[src/rtl/mem_arbiter_pkg.sv]
// Shared definitions for the two-port data memory arbiter: widths, port ids,
// FSM states and the read tag that follows a read through the memory latency.
package mem_arbiter_pkg;

    localparam int ADDR_WIDTH   = 6;
    localparam int DATA_WIDTH   = 16;
    localparam int MAX_LOCK_DEF = 4;
    localparam int MEM_DEPTH    = 1 << ADDR_WIDTH;

    localparam logic PORT_CPU    = 1'b0;
    localparam logic PORT_LOADER = 1'b1;

    typedef enum logic [1:0] {
        ST_IDLE = 2'd0,
        ST_OWN0 = 2'd1,
        ST_OWN1 = 2'd2
    } arbState_t;

    typedef struct packed {
        logic valid;
        logic port;
    } readTag_t;

endpackage

[src/rtl/mem_arbiter_if.sv]
// Requester-side and memory-side signals of the arbiter. The slave modport is
// the arbiter's view; the master modport is the view of whoever drives it.
interface mem_arbiter_if;
    import mem_arbiter_pkg::*;

    logic                  req0, req1;
    logic                  we0, we1;
    logic                  lock0, lock1;
    logic [ADDR_WIDTH-1:0] addr0, addr1;
    logic [DATA_WIDTH-1:0] wdata0, wdata1;
    logic                  gnt0, gnt1;
    logic                  rvalid0, rvalid1;
    logic [DATA_WIDTH-1:0] rdata0, rdata1;
    logic                  mem_we;
    logic [ADDR_WIDTH-1:0] mem_addr;
    logic [DATA_WIDTH-1:0] mem_data;
    logic [DATA_WIDTH-1:0] mem_in;

    modport slave (
        input  req0, req1, we0, we1, lock0, lock1,
        input  addr0, addr1, wdata0, wdata1, mem_in,
        output gnt0, gnt1, rvalid0, rvalid1, rdata0, rdata1,
        output mem_we, mem_addr, mem_data
    );

    modport master (
        output req0, req1, we0, we1, lock0, lock1,
        output addr0, addr1, wdata0, wdata1, mem_in,
        input  gnt0, gnt1, rvalid0, rvalid1, rdata0, rdata1,
        input  mem_we, mem_addr, mem_data
    );

endinterface

[src/rtl/mem_arbiter_rr_arbiter2.sv]
// Combinational two-way round-robin pick: on contention the port that did
// not win last time is chosen; a lone requester always wins.
module rr_arbiter2 (
    input  logic [1:0] i_req,
    input  logic       i_last,
    output logic [1:0] o_gnt
);

    always_comb begin
        o_gnt = i_req;
        if (i_req == 2'b11) begin
            o_gnt = i_last ? 2'b01 : 2'b10;
        end
    end

endmodule

[src/rtl/mem_arbiter.sv]
// Shares one single-port synchronous memory between the cpu (port 0) and the
// loader (port 1): round-robin grants, bounded bus lock, registered memory side.
module mem_arbiter
    import mem_arbiter_pkg::*;
#(
    parameter int MAX_LOCK = MAX_LOCK_DEF
)
(
    input  logic          clk,
    input  logic          rst,
    mem_arbiter_if.slave  bus
);

    localparam int LOCK_CNT_W = (MAX_LOCK > 1) ? $clog2(MAX_LOCK) : 1;
    localparam logic [LOCK_CNT_W-1:0] LOCK_LAST = LOCK_CNT_W'(MAX_LOCK - 1);
    localparam bit LOCK_EN = (MAX_LOCK > 1);

    arbState_t             r_state;
    arbState_t             w_stateNext;
    logic                  r_last;
    logic [LOCK_CNT_W-1:0] r_lockCnt;
    logic [LOCK_CNT_W-1:0] w_lockCntNext;
    logic [LOCK_CNT_W-1:0] w_lockCntInc;

    logic [1:0]            w_req;
    logic [1:0]            w_rrGnt;
    logic                  w_rrLock;
    logic [1:0]            w_gnt;
    logic                  w_accAny;
    logic                  w_accPort;
    logic                  w_accWe;
    logic [ADDR_WIDTH-1:0] w_accAddr;
    logic [DATA_WIDTH-1:0] w_accData;

    logic                  r_memWe;
    logic [ADDR_WIDTH-1:0] r_memAddr;
    logic [DATA_WIDTH-1:0] r_memData;
    readTag_t              r_tag1;
    readTag_t              r_tag2;
    logic [1:0]            r_rvalid;
    logic [DATA_WIDTH-1:0] r_rdata0;
    logic [DATA_WIDTH-1:0] r_rdata1;

    assign w_req        = {bus.req1, bus.req0};
    assign w_rrLock     = w_rrGnt[1] ? bus.lock1 : bus.lock0;
    assign w_lockCntInc = r_lockCnt + LOCK_CNT_W'(1);

    rr_arbiter2 u_rr (
        .i_req  (w_req),
        .i_last (r_last),
        .o_gnt  (w_rrGnt)
    );

    // Grants and next state come only from requests and current state, so the
    // accept path below never loops back into this block.
    always_comb begin
        w_gnt         = 2'b00;
        w_stateNext   = r_state;
        w_lockCntNext = r_lockCnt;
        case (r_state)
            ST_IDLE: begin
                w_gnt         = w_rrGnt;
                w_lockCntNext = '0;
                if ((w_rrGnt != 2'b00) && w_rrLock && LOCK_EN) begin
                    w_stateNext = w_rrGnt[1] ? ST_OWN1 : ST_OWN0;
                end
            end
            ST_OWN0: begin
                w_gnt = {1'b0, bus.req0};
                if (!bus.req0) begin
                    w_stateNext   = ST_IDLE;
                    w_lockCntNext = '0;
                end else begin
                    w_lockCntNext = w_lockCntInc;
                    if (!bus.lock0 || (w_lockCntInc == LOCK_LAST)) begin
                        w_stateNext = ST_IDLE;
                    end
                end
            end
            ST_OWN1: begin
                w_gnt = {bus.req1, 1'b0};
                if (!bus.req1) begin
                    w_stateNext   = ST_IDLE;
                    w_lockCntNext = '0;
                end else begin
                    w_lockCntNext = w_lockCntInc;
                    if (!bus.lock1 || (w_lockCntInc == LOCK_LAST)) begin
                        w_stateNext = ST_IDLE;
                    end
                end
            end
            default: begin
                w_stateNext   = ST_IDLE;
                w_lockCntNext = '0;
            end
        endcase
    end

    always_ff @(posedge clk) begin
        if (rst) begin
            r_state   <= ST_IDLE;
            r_last    <= PORT_LOADER;
            r_lockCnt <= '0;
        end else begin
            r_state   <= w_stateNext;
            r_lockCnt <= w_lockCntNext;
            if (w_accAny) begin
                r_last <= w_accPort;
            end
        end
    end

    assign w_accAny  = |w_gnt;
    assign w_accPort = w_gnt[1];
    assign w_accWe   = w_accPort ? bus.we1    : bus.we0;
    assign w_accAddr = w_accPort ? bus.addr1  : bus.addr0;
    assign w_accData = w_accPort ? bus.wdata1 : bus.wdata0;

    // Reads carry a tag for two edges so the returning mem_in word is steered
    // to the port that issued it; one accept per cycle keeps the order intact.
    always_ff @(posedge clk) begin
        if (rst) begin
            r_memWe   <= 1'b0;
            r_memAddr <= '0;
            r_memData <= '0;
            r_tag1    <= '0;
            r_tag2    <= '0;
            r_rvalid  <= 2'b00;
            r_rdata0  <= '0;
            r_rdata1  <= '0;
        end else begin
            r_memWe      <= w_accAny & w_accWe;
            if (w_accAny) begin
                r_memAddr <= w_accAddr;
                r_memData <= w_accData;
            end
            r_tag1.valid <= w_accAny & ~w_accWe;
            r_tag1.port  <= w_accPort;
            r_tag2       <= r_tag1;
            r_rvalid     <= 2'b00;
            if (r_tag2.valid) begin
                if (r_tag2.port) begin
                    r_rvalid[1] <= 1'b1;
                    r_rdata1    <= bus.mem_in;
                end else begin
                    r_rvalid[0] <= 1'b1;
                    r_rdata0    <= bus.mem_in;
                end
            end
        end
    end

    assign bus.gnt0     = w_gnt[0];
    assign bus.gnt1     = w_gnt[1];
    assign bus.rvalid0  = r_rvalid[0];
    assign bus.rvalid1  = r_rvalid[1];
    assign bus.rdata0   = r_rdata0;
    assign bus.rdata1   = r_rdata1;
    assign bus.mem_we   = r_memWe;
    assign bus.mem_addr = r_memAddr;
    assign bus.mem_data = r_memData;

endmodule

[src/flat_wrapper.sv]
// flat-port wrapper written by rule: the top's interface ports become plain ports
module mem_arbiter_flat import mem_arbiter_pkg::*;
#(
    parameter int MAX_LOCK = MAX_LOCK_DEF
)
  (clk, rst, bus_req0, bus_req1, bus_we0, bus_we1, bus_lock0, bus_lock1, bus_addr0, bus_addr1, bus_wdata0, bus_wdata1, bus_mem_in, bus_gnt0, bus_gnt1, bus_rvalid0, bus_rvalid1, bus_rdata0, bus_rdata1, bus_mem_we, bus_mem_addr, bus_mem_data);
  mem_arbiter_if bus_i ();
  input  logic clk;
  input  logic rst;
  input wire logic [$bits(bus_i.req0)-1:0] bus_req0;
  input wire logic [$bits(bus_i.req1)-1:0] bus_req1;
  input wire logic [$bits(bus_i.we0)-1:0] bus_we0;
  input wire logic [$bits(bus_i.we1)-1:0] bus_we1;
  input wire logic [$bits(bus_i.lock0)-1:0] bus_lock0;
  input wire logic [$bits(bus_i.lock1)-1:0] bus_lock1;
  input wire logic [$bits(bus_i.addr0)-1:0] bus_addr0;
  input wire logic [$bits(bus_i.addr1)-1:0] bus_addr1;
  input wire logic [$bits(bus_i.wdata0)-1:0] bus_wdata0;
  input wire logic [$bits(bus_i.wdata1)-1:0] bus_wdata1;
  input wire logic [$bits(bus_i.mem_in)-1:0] bus_mem_in;
  output wire logic [$bits(bus_i.gnt0)-1:0] bus_gnt0;
  output wire logic [$bits(bus_i.gnt1)-1:0] bus_gnt1;
  output wire logic [$bits(bus_i.rvalid0)-1:0] bus_rvalid0;
  output wire logic [$bits(bus_i.rvalid1)-1:0] bus_rvalid1;
  output wire logic [$bits(bus_i.rdata0)-1:0] bus_rdata0;
  output wire logic [$bits(bus_i.rdata1)-1:0] bus_rdata1;
  output wire logic [$bits(bus_i.mem_we)-1:0] bus_mem_we;
  output wire logic [$bits(bus_i.mem_addr)-1:0] bus_mem_addr;
  output wire logic [$bits(bus_i.mem_data)-1:0] bus_mem_data;
  assign bus_i.req0 = bus_req0;
  assign bus_i.req1 = bus_req1;
  assign bus_i.we0 = bus_we0;
  assign bus_i.we1 = bus_we1;
  assign bus_i.lock0 = bus_lock0;
  assign bus_i.lock1 = bus_lock1;
  assign bus_i.addr0 = bus_addr0;
  assign bus_i.addr1 = bus_addr1;
  assign bus_i.wdata0 = bus_wdata0;
  assign bus_i.wdata1 = bus_wdata1;
  assign bus_i.mem_in = bus_mem_in;
  assign bus_gnt0 = bus_i.gnt0;
  assign bus_gnt1 = bus_i.gnt1;
  assign bus_rvalid0 = bus_i.rvalid0;
  assign bus_rvalid1 = bus_i.rvalid1;
  assign bus_rdata0 = bus_i.rdata0;
  assign bus_rdata1 = bus_i.rdata1;
  assign bus_mem_we = bus_i.mem_we;
  assign bus_mem_addr = bus_i.mem_addr;
  assign bus_mem_data = bus_i.mem_data;
  mem_arbiter #(.MAX_LOCK(MAX_LOCK)) u_core (.clk(clk), .rst(rst), .bus(bus_i));
endmodule
[config.mk]
export PLATFORM = sky130hd
export DESIGN_NAME = mem_arbiter_flat
export DESIGN_NICKNAME = d
export VERILOG_FILES = /design/src/rtl/mem_arbiter_pkg.sv /design/src/rtl/mem_arbiter_if.sv /design/src/rtl/mem_arbiter_rr_arbiter2.sv /design/src/rtl/mem_arbiter.sv /design/src/flat_wrapper.sv
export SDC_FILE = /design/constraint.sdc
export NUM_CORES = 1
export LEC_CHECK = 0
export BUFFER_PORTS_ARGS = -buffer_cell sky130_fd_sc_hd__buf_2
export CAP_MARGIN = 20
export CORE_UTILIZATION = 35
export CTS_CLUSTER_SIZE = 25
export DETAILED_ROUTE_END_ITERATION = 10
export GPL_TIMING_DRIVEN = 0
export HOLD_SLACK_MARGIN = 0.12
export PLACE_DENSITY = 0.66
export SYNTH_ARGS = -nofsm -noshare
export SYNTH_HDL_FRONTEND = slang
export SYNTH_SLANG_ARGS = --single-unit
[constraint.sdc]
create_clock -name clk -period 1.66 [get_ports clk]
set_input_delay 0 -clock clk [delete_from_list [all_inputs] [get_ports clk]]
set_output_delay 0 -clock clk [all_outputs]
set_load 0.05 [all_outputs]
# Word level (Yosys, flattened, before mapping)

Cells that the tools add are included.

Add/subtract/negate cells: 1
Multiply operators: 0
Div/mod/pow operators: 0
Order comparisons: 0
Equal/unequal tests: 7
Shift operators: 0
Mux-type cells: 19
Bitwise logic cells: 5
Reduce and logical (&&, ||, !) cells: 12

Operators with widths:

| cell                  | number |
|---|---|
| $mux W2               | 10 |
| $mux W16              | 1 |
| $pmux W2 S3           | 2 |
| $eq A2 B2 Y1 const B  | 3 |
| $mux W6               | 1 |
| $ne A3 B2 Y1 const B  | 2 |
| $mux W1               | 4 |
| $pmux W2 S2           | 1 |
| $reduce_and A2 Y1     | 2 |
| $reduce_or A2 Y1      | 2 |
| $not A1 Y1            | 3 |
| $reduce_and A3 Y1     | 1 |
| $add A2 B1 Y2 const B | 1 |
| $and A1 B1 Y1         | 2 |
| $eq A2 B1 Y1 const B  | 1 |
| $logic_not A1 Y1      | 2 |
| $logic_not A2 Y1      | 1 |
| $logic_or A1 B1 Y1    | 2 |
| $ne A2 B1 Y1 const B  | 1 |
| $reduce_bool A2 Y1    | 1 |
| $logic_and A1 B1 Y1   | 1 |

Bits in registers: 66
Bits in latches: 0
Memory bits (writable): 0
Memory bits (read-only): 0
Bits of input ports: 68
Output and inout bits: 59
Word-level logic and storage cells: 57
Memories: 0

# Logic depth before layout (Yosys ltp)

Gate-level depths: netlist of run 1.

Depth in word-level cells: 6
Mapped depth: 8
Mapped depth without buffers: 7

# Modules after synthesis

A second synthesis of run 1 with hierarchy kept.

Cells, all modules: 328
Area, all modules: 2,919.0 um2

Modules (own cells, without submodules):

| module      | instances | cells each | area each (um2) | seq. area each (um2) |
|---|---|---|---|---|
| mem_arbiter | 1         | 325        | 2,900.3         | 1,321.3 |
| rr_arbiter2 | 1         | 3          | 18.8            | 0.0 |

# Least setup slack after synthesis of run 1

No wires, ideal clock.

Path kind: flip-flop to flip-flop
Start: register u_core.r_state[1]
End: register u_core.r_memAddr[5] (netlist: u_core.bus.mem_addr[5])
Library setup time: 0.122 ns
Arrival time: 1.717 ns
Data required time: 1.538 ns
Setup slack: -0.178 ns
Cell stages (with the launch flop): 9
Path buffers: 1
Period minus slack after synthesis: 1.838 ns
Path through: dfxtp_1 inv_1 ha_1 a21boi_1 o21ai_2 inv_2 buf_2 and3_1 a221o_1

Longest elaborated chain between the ends: 3
Elaborated cells between the ends (all ways): 6
Those cells by class: 2 x eq/ne; 2 x mux; 2 x reduce/logical

RTL lines:

| what                                               | line                                   | source |
|---|---|---|
| from (decl)                                        | mem_arbiter.sv:18                      | `arbState_t r_state;` |
| from (signal assigned)                             | mem_arbiter.sv:105                     | `r_state <= w_stateNext;` |
| $eq A2 B2 Y1 (tied with other cells)               | mem_arbiter.sv:60                      | `case (r_state)` |
| $pmux W2 S3 *                                      | mem_arbiter.sv:60                      |  |
| via bus_gnt1                                       | flat_wrapper.sv:22                     | `output wire logic [$bits(bus_i.gnt1)-1:0] bus_gnt1;` |
| $mux W6 / $reduce_or A2 Y1 (equally long branches) | mem_arbiter.sv:116, mem_arbiter.sv:113 |  |
| to (signal assigned)                               | mem_arbiter.sv:134                     | `r_memAddr <= w_accAddr;` |
| to (decl)                                          | mem_arbiter.sv:36                      | `logic [ADDR_WIDTH-1:0] r_memAddr;` |

Mark *: on every way through the listed nets, which the timed path passes. The rest lies on a longest branch.
A chain may end at the register's enable or synchronous reset.

# Final worst setup path of run 1

Start: register u_core.r_state[1]
End: register u_core.r_memAddr[5] (netlist: u_core.bus.mem_addr[5])

Longest elaborated chain between the ends: 3
Elaborated cells between the ends (all ways): 6
Those cells by class: 2 x eq/ne; 2 x mux; 2 x reduce/logical

RTL lines:

| what                                               | line |
|---|---|
| $eq A2 B2 Y1 (tied with other cells)               | mem_arbiter.sv:60 |
| $pmux W2 S3 *                                      | mem_arbiter.sv:60 |
| $mux W6 / $reduce_or A2 Y1 (equally long branches) | mem_arbiter.sv:116, mem_arbiter.sv:113 |

Mark *: on every way between the ends. The rest lies on a longest branch, timed or not.

==> flow_metrics.env, run 1 <==
export IMPL_violations="negative setup slack"
export IMPL_first_global_vias=2836
export IMPL_seq_area_frac_synth_pct=51.8
export IMPL_vias=2926
export IMPL_holdCritPathClass="in2reg"
export IMPL_layout_common_cells="124 x buf_2, 70 x nand2_1, 65 x dlygate4sd3_1"
export IMPL_port_buffers=125
export IMPL_ys_types=35
export IMPL_internal_power_mw=2.92
export IMPL_antenna_found_initial=0
export IMPL_cap_violations=0
export IMPL_ios=127
export IMPL_first_pass_iters=4
export IMPL_grt_util_all_layers_pct=22.4
export IMPL_crit_path_end_kind="flip-flop"
export IMPL_cts_tree="done"
export IMPL_clock_latency_ps=340
export IMPL_clock_power_share_pct=30.3
export IMPL_grt_first_pass_wirelength_um=13100
export IMPL_cts_buffer_depth=2
export IMPL_ys_ff_latch=66
export IMPL_drive_above_1_share_pct=38.0
export IMPL_numCtsBuffers=9
export IMPL_start_util_pct=37.0
export IMPL_synth_warnings=0
export IMPL_avgSynthCellArea_um2=9.05
export IMPL_cts_sinks=66
export IMPL_worstPathArrival_ps=1970
export IMPL_critPathKind="reg2reg"
export IMPL_leakage_nw=2.01
export IMPL_synth_nets=355
export IMPL_rsz0062_at_grt="yes"
export IMPL_synth_xor_area_share_pct=0
export IMPL_die_x_um=87.4
export IMPL_routed_wirelength_um=8810
export IMPL_htree_num_levels=3
export IMPL_antenna_cells=0
export IMPL_p_seq_share_pct=41.0
export IMPL_core_um2=6910
export IMPL_synth_area_um2=2550
export IMPL_worstPathRequired_ps=1890
export IMPL_synthSimpleGateAreaFrac_pct=20.5
export IMPL_nets=564
export IMPL_synthMuxAreaShare_pct=0
export IMPL_skew_ps=4.89
export IMPL_startpoint_type="flip-flop"
export IMPL_tns_ps=-1410
export IMPL_cts_root_buf="clkbuf_8"
export IMPL_slowest_delay_ps=370
export IMPL_timing_final_crit_share_pct=105
export IMPL_tightestPinTransition_ps=567
export IMPL_fin_ws_ps=-85.1
export IMPL_status="finished, violations left"
export IMPL_p_comb_share_pct=28.7
export IMPL_path_max_fanout=10
export IMPL_nFillCells=617
export IMPL_ir_drop_v=0.000574
export IMPL_ys_top_cells_by_area="dfxtp_1 52%, nand2_1 10%, a221o_1 8.6%"
export IMPL_via_per_inst=4.95
export IMPL_crit_chain="inv_4 -> ha_4 -> a21boi_2 -> o21ai_2 -> inv_4 -> buf_12 -> and3_4 -> a221o_1"
export IMPL_synth_top_area_share_pct=51.8
export IMPL_drt_iter0_drc=87
export IMPL_synth_top_family_by_area="simple AND/OR/NAND/NOR gates"
export IMPL_max_freq_mhz=573
export IMPL_clkTransAtPathRegs_ps=70
export IMPL_wl_per_cell_um=14.9
export IMPL_drv_slew=0
export IMPL_grt_max_degree=11
export IMPL_p_switching_mw=1.41
export IMPL_power_mw=4.33
export IMPL_synth_compound_area_share_pct=20.2
export IMPL_grt_overflow=0
export IMPL_area_growth_pct=72.5
export IMPL_synth_fa_ha_area_share_pct=2.45
export IMPL_mostFrequentLayoutCell="buf_2"
export IMPL_post_route_min_period_ps=1750
export IMPL_dieArea_um2=7640
export IMPL_ant_nets=0
export IMPL_num_rows=30
export IMPL_max_slew_margin_pct=62.2
export IMPL_crit_slowest_cell="dfxtp_4"
export IMPL_drc=0
export IMPL_die_h_um=87.4
export IMPL_preCtsSetupSlack_ps=-177
export IMPL_cp_common_cell="inv_4"
export IMPL_synth_top_area_cell="dfxtp_1"
export IMPL_hpwlAfterDp_um=5080
export IMPL_p_per_area_nw_per_um2=984
export IMPL_finalSetupViolCount=23
export IMPL_routabilityCongestion=0.817
export IMPL_synthCells=282
export IMPL_hold_viol=0
export IMPL_switching_share_pct=32.5
-- power groups by stage --
stage	clock network, mW	logic [mW]	registers (mW)
global placement	0	0.970	1.80
finish	1.31	1.24	1.78
global route	1.40	1.31	1.78
floorplan	0	0.361	2.14
CTS	1.33	1.15	1.77
detailed placement	0	0.981	1.80
-- synth_stat cells (all sizes together) --
library cell  count
nand2            71
dfxtp            66
a21oi            35
and3             23
a221o            22
clkbuf           12
buf               8
inv               8
ha                5
nor2b             5
nor2              4
nand3             3
nand2b            2
a2111oi           1
a211o             1
a211oi            1
a21bo             1
a21boi            1
a21o              1
a221oi            1
a22o              1
and2              1
and4              1
nand4             1
nand4b            1
o211ai            1
o21a              1
o21ai             1
o31a              1
o41ai             1
or3               1
-- sequential cells by signal, summed over array words and instances, names as in the netlist --
name / flops
u_core.bus.rdata0: 16
u_core.r_tag2: 2
u_core.r_last: 1
u_core.r_tag1: 2
u_core.r_lockCnt: 2
u_core.bus.mem_data: 16
u_core.bus.rdata1: 16
u_core.r_rvalid: 2
u_core.r_state: 2
u_core.bus.mem_addr: 6
u_core.bus.mem_we: 1
-- layer usage --
metal / GRT usage (%) / vias up / part of all wire, %
met1: 26.3 / 1360 / 42
met2: 37.9 / 140 / 49
li1: - / 1408 / -
met3: 5.31 / 18 / 6.8
met4: 11.6 / 0 / 2.2
met5: 0 / - / 0
-- cell families (layout without fill, tap and decap cells) --
family	count (synthesis)	in the layout
flops	66	66
simple gates	113	113
buf+inv	28	241
fa+ha+maj	5	5
compound gates	70	70
-- stage by stage --
| step | utilization, % | instances | instance area (µm²) | hold WS [ps] |
|---|---|---|---|---|
| finish | 63.7 | 591 | 4400 | 144 |
| global placement | 48.2 | 503 | 3330 | 216 |
| floorplan | - | 282 | 2580 | 102 |
| detailed placement | 48.2 | 503 | 3330 | 221 |
| CTS | 61.7 | 589 | 4260 | 130 |
| global route | 63.7 | 591 | 4400 | 158 |
-- worst max-delay path: cells and delay by family, from the launching register on --
family | cells | cell delay, ps
and+or+nand+nor | 1 | 170
AOI/OAI and AO/OA | 3 | 620
DFF | 1 | 370
adders and majority gates | 1 | 160
buffers and inverters | 3 | 300
-- path summary, 6_finish.rpt --
path,from,end,slack (ps),depth (start not counted)
hold / removal,bus_req0,u_core.r_tag1[1],140,4
hold reg to reg,u_core.r_lockCnt[0],u_core.r_lockCnt[0],420,1
setup / recovery,u_core.r_state[1],u_core.bus.mem_addr[5],-90,8
setup reg to reg,u_core.r_state[1],u_core.bus.mem_addr[5],-90,8
-- timing repair --
action,CTS,global route
hold endpoints to repair,58,0
buffers inserted,5,2
gates resized for setup,13,31
pin swaps,2,16
gates cloned,1,0
hold buffers,65,0
endpoints found under the setup margin,22,34
-- cell type report --
class	count	area (µm²)	area share, %
sequential	66	1330	30.1
clock inverter	3	40.0	0.910
tap	96	120	2.73
clock buffer	12	145	3.30
inverter	8	35.0	0.796
timing repair buffer	198	1360	30.8
buffer	20	136	3.10
multi-input combinational	188	1240	28.2
Note: power is estimated with default switching activity, not from simulation.
==> run 2, diff against run 1 <==
Settings changed: CTS_BUF_LIST set to sky130_fd_sc_hd__clkbuf_8.
==> run 2 against run 1 <==
Against the previous run: the run still ends with negative setup slack left; power is 0.21% lower; critical path depth stayed put; sequential share of layout area stayed put; cell area stayed put; maximum frequency hardly changed; non-clock buffer count stayed put.
==> flow_metrics.env, run 2 (synthesis results as in run 1) <==
export IMPL_status="finished, violations left"
export IMPL_violations="negative setup slack"
export IMPL_worstPathArrival_ps=1970
export IMPL_timing_final_crit_share_pct=105
export IMPL_cp_top_family="compound AO/OA/AOI/OAI gates"
export IMPL_antenna_cells=0
export IMPL_ir_drop_v=0.000574
export IMPL_die_h_um=87.4
export IMPL_startpoint="u_core.r_state[1]"
export IMPL_start_util_pct=37.0
export IMPL_core_um2=6910
export IMPL_wl_per_cell_um=14.9
export IMPL_htree_num_levels=3
export IMPL_clock_latency_ps=340
export IMPL_numCtsBuffers=9
export IMPL_first_pass_iters=4
export IMPL_drive_above_1_share_pct=38.0
export IMPL_rsz0062_at_grt="yes"
export IMPL_rr_startpoint="u_core.r_state[1]"
export IMPL_clkTransAtPathRegs_ps=70
export IMPL_final_util_pct=63.7
export IMPL_ant_nets=0
export IMPL_max_freq_mhz=573
export IMPL_p_switching_mw=1.41
export IMPL_crit_path_end_kind="flip-flop"
export IMPL_internal_power_mw=2.91
export IMPL_area_growth_pct=72.5
export IMPL_drt_iter0_drc=85
export IMPL_p_comb_share_pct=28.8
export IMPL_first_global_vias=2836
export IMPL_cts_sinks=66
export IMPL_mostFrequentLayoutCell="buf_2"
export IMPL_cap_violations=0
export IMPL_clock_power_share_pct=30.1
export IMPL_skew_ps=4.89
export IMPL_fin_ws_ps=-85.3
export IMPL_worstPathRequired_ps=1890
export IMPL_grt_overflow=0
export IMPL_crit_end="u_core.bus.mem_addr[5]"
export IMPL_port_buffers=125
export IMPL_cts_tree="done"
export IMPL_die_x_um=87.4
export IMPL_tightestPinTransition_ps=567
export IMPL_cp_common_cell="inv_4"
export IMPL_nFillCells=617
export IMPL_max_slew_margin_pct=62.2
export IMPL_antenna_found_initial=0
export IMPL_ios=127
export IMPL_num_rows=30
export IMPL_nets=564
export IMPL_crit_slowest_cell="dfxtp_4"
export IMPL_cts_buffer_depth=2
export IMPL_via_per_inst=4.97
export IMPL_switching_share_pct=32.6
export IMPL_layout_common_cells="124 x buf_2, 70 x nand2_1, 65 x dlygate4sd3_1"
export IMPL_dieArea_um2=7640
export IMPL_dp_cells=503
export IMPL_path_max_fanout=10
export IMPL_critPathKind="reg2reg"
export IMPL_cp_num_buf_inv=3
export IMPL_reg2reg_depth=8
export IMPL_leakage_nw=2.02
export IMPL_regToRegSetupSlack_ps=-90
export IMPL_cp_depth=8
export IMPL_p_per_area_nw_per_um2=982
export IMPL_grt_util_all_layers_pct=22.4
export IMPL_fin_cells=591
export IMPL_holdCritPathClass="in2reg"
export IMPL_hold_viol=0
export IMPL_startpoint_type="flip-flop"
export IMPL_crit_chain="inv_4 -> ha_4 -> a21boi_2 -> o21ai_2 -> inv_4 -> buf_12 -> and3_4 -> a221o_1"
export IMPL_hpwlAfterDp_um=5080
export IMPL_grt_max_degree=11
export IMPL_vias=2939
export IMPL_routabilityCongestion=0.817
export IMPL_grt_first_pass_wirelength_um=13100
export IMPL_post_route_min_period_ps=1750
export IMPL_routed_wirelength_um=8820
export IMPL_rr_endpoint="u_core.bus.mem_addr[5]"
export IMPL_finalSetupViolCount=23
export IMPL_slowest_delay_ps=370
export IMPL_p_seq_share_pct=41.1
export IMPL_cts_root_buf="clkbuf_8"
export IMPL_drc=0
export IMPL_drv_slew=0
## run 2: cell count changes in the layout (fill, tap and decap cells not counted)
cell,change
clkbuf_1,-2
inv_1,+2
## run 2: worst min-delay path, cell delays in order
cell     delay, ps
buf_2          140
nor2b_4        160
nand2_2         90
o41ai_1         60
## run 2: through the flow
stage          hold slack [ps]  cell area [µm²]  power [mW]  TNS [ps]  setup WS, ps
6_report                   145             4400        4.32     -1410         -85.3
5_1_grt                    158             4400        4.48     -2980          -153
4_1_cts                    130             4260        4.24      -344         -40.5
3_5_place_dp               221             3330        2.78     -3130          -177
3_3_place_gp               216             3330        2.77     -2740          -170
2_1_floorplan              102             2580        2.50         0          19.5
## run 2: final cells by class
cell class              instances  area, µm²  area share [%]
repair buffers                198       1360            30.8
flip-flops and latches         66       1330            30.1
multi-input cells             188       1240            28.2
clock buffers                  10        138            3.13
plain buffers                  20        136            3.10
well taps                      96        120            2.73
clock inverters                 5       47.5            1.08
inverters                       8       35.0           0.796
## run 2: timing repair
| item | 4_1_cts | 5_1_grt |
|---|---|---|
| hold buffers | 65 | 0 |
| endpoints found under the setup margin | 22 | 33 |
| resized for setup | 13 | 31 |
| pin swaps | 2 | 16 |
| gates cloned | 1 | 0 |
| endpoints found under the hold margin | 58 | 0 |
| setup buffers | 5 | 2 |
## run 2: how the worst min path moves through the flow
stage / start / to / slack [ps] / depth (start not counted)
CTS: bus_req0 / u_core.r_lockCnt[1] / 130 / 4
floorplan: bus_we0 / u_core.r_tag1[1] / 100 / 1
finish: bus_req0 / u_core.r_tag1[1] / 140 / 4
global placement: bus_we0 / u_core.r_tag1[1] / 220 / 2
detailed placement: bus_we0 / u_core.r_tag1[1] / 220 / 2
global route: bus_req0 / u_core.r_tag1[1] / 160 / 4
## run 2: power by group through the flow
| stage | Combinational (mW) | Sequential (mW) | Clock (mW) |
|---|---|---|---|
| final | 1.24 | 1.77 | 1.30 |
| after detailed placement | 0.981 | 1.80 | 0 |
| after floorplan | 0.361 | 2.14 | 0 |
| after CTS | 1.15 | 1.77 | 1.32 |
| after global routing | 1.31 | 1.78 | 1.39 |
| after global placement | 0.970 | 1.80 | 0 |
## run 2: metal layers
layer | routed length, µm | GRT usage (%) | share of wire (%)
met5 | 0 | 0 | 0
met4 | 195 | 11.6 | 2.2
met3 | 594 | 5.31 | 6.7
met2 | 4320 | 37.9 | 49
met1 | 3710 | 26.3 | 42
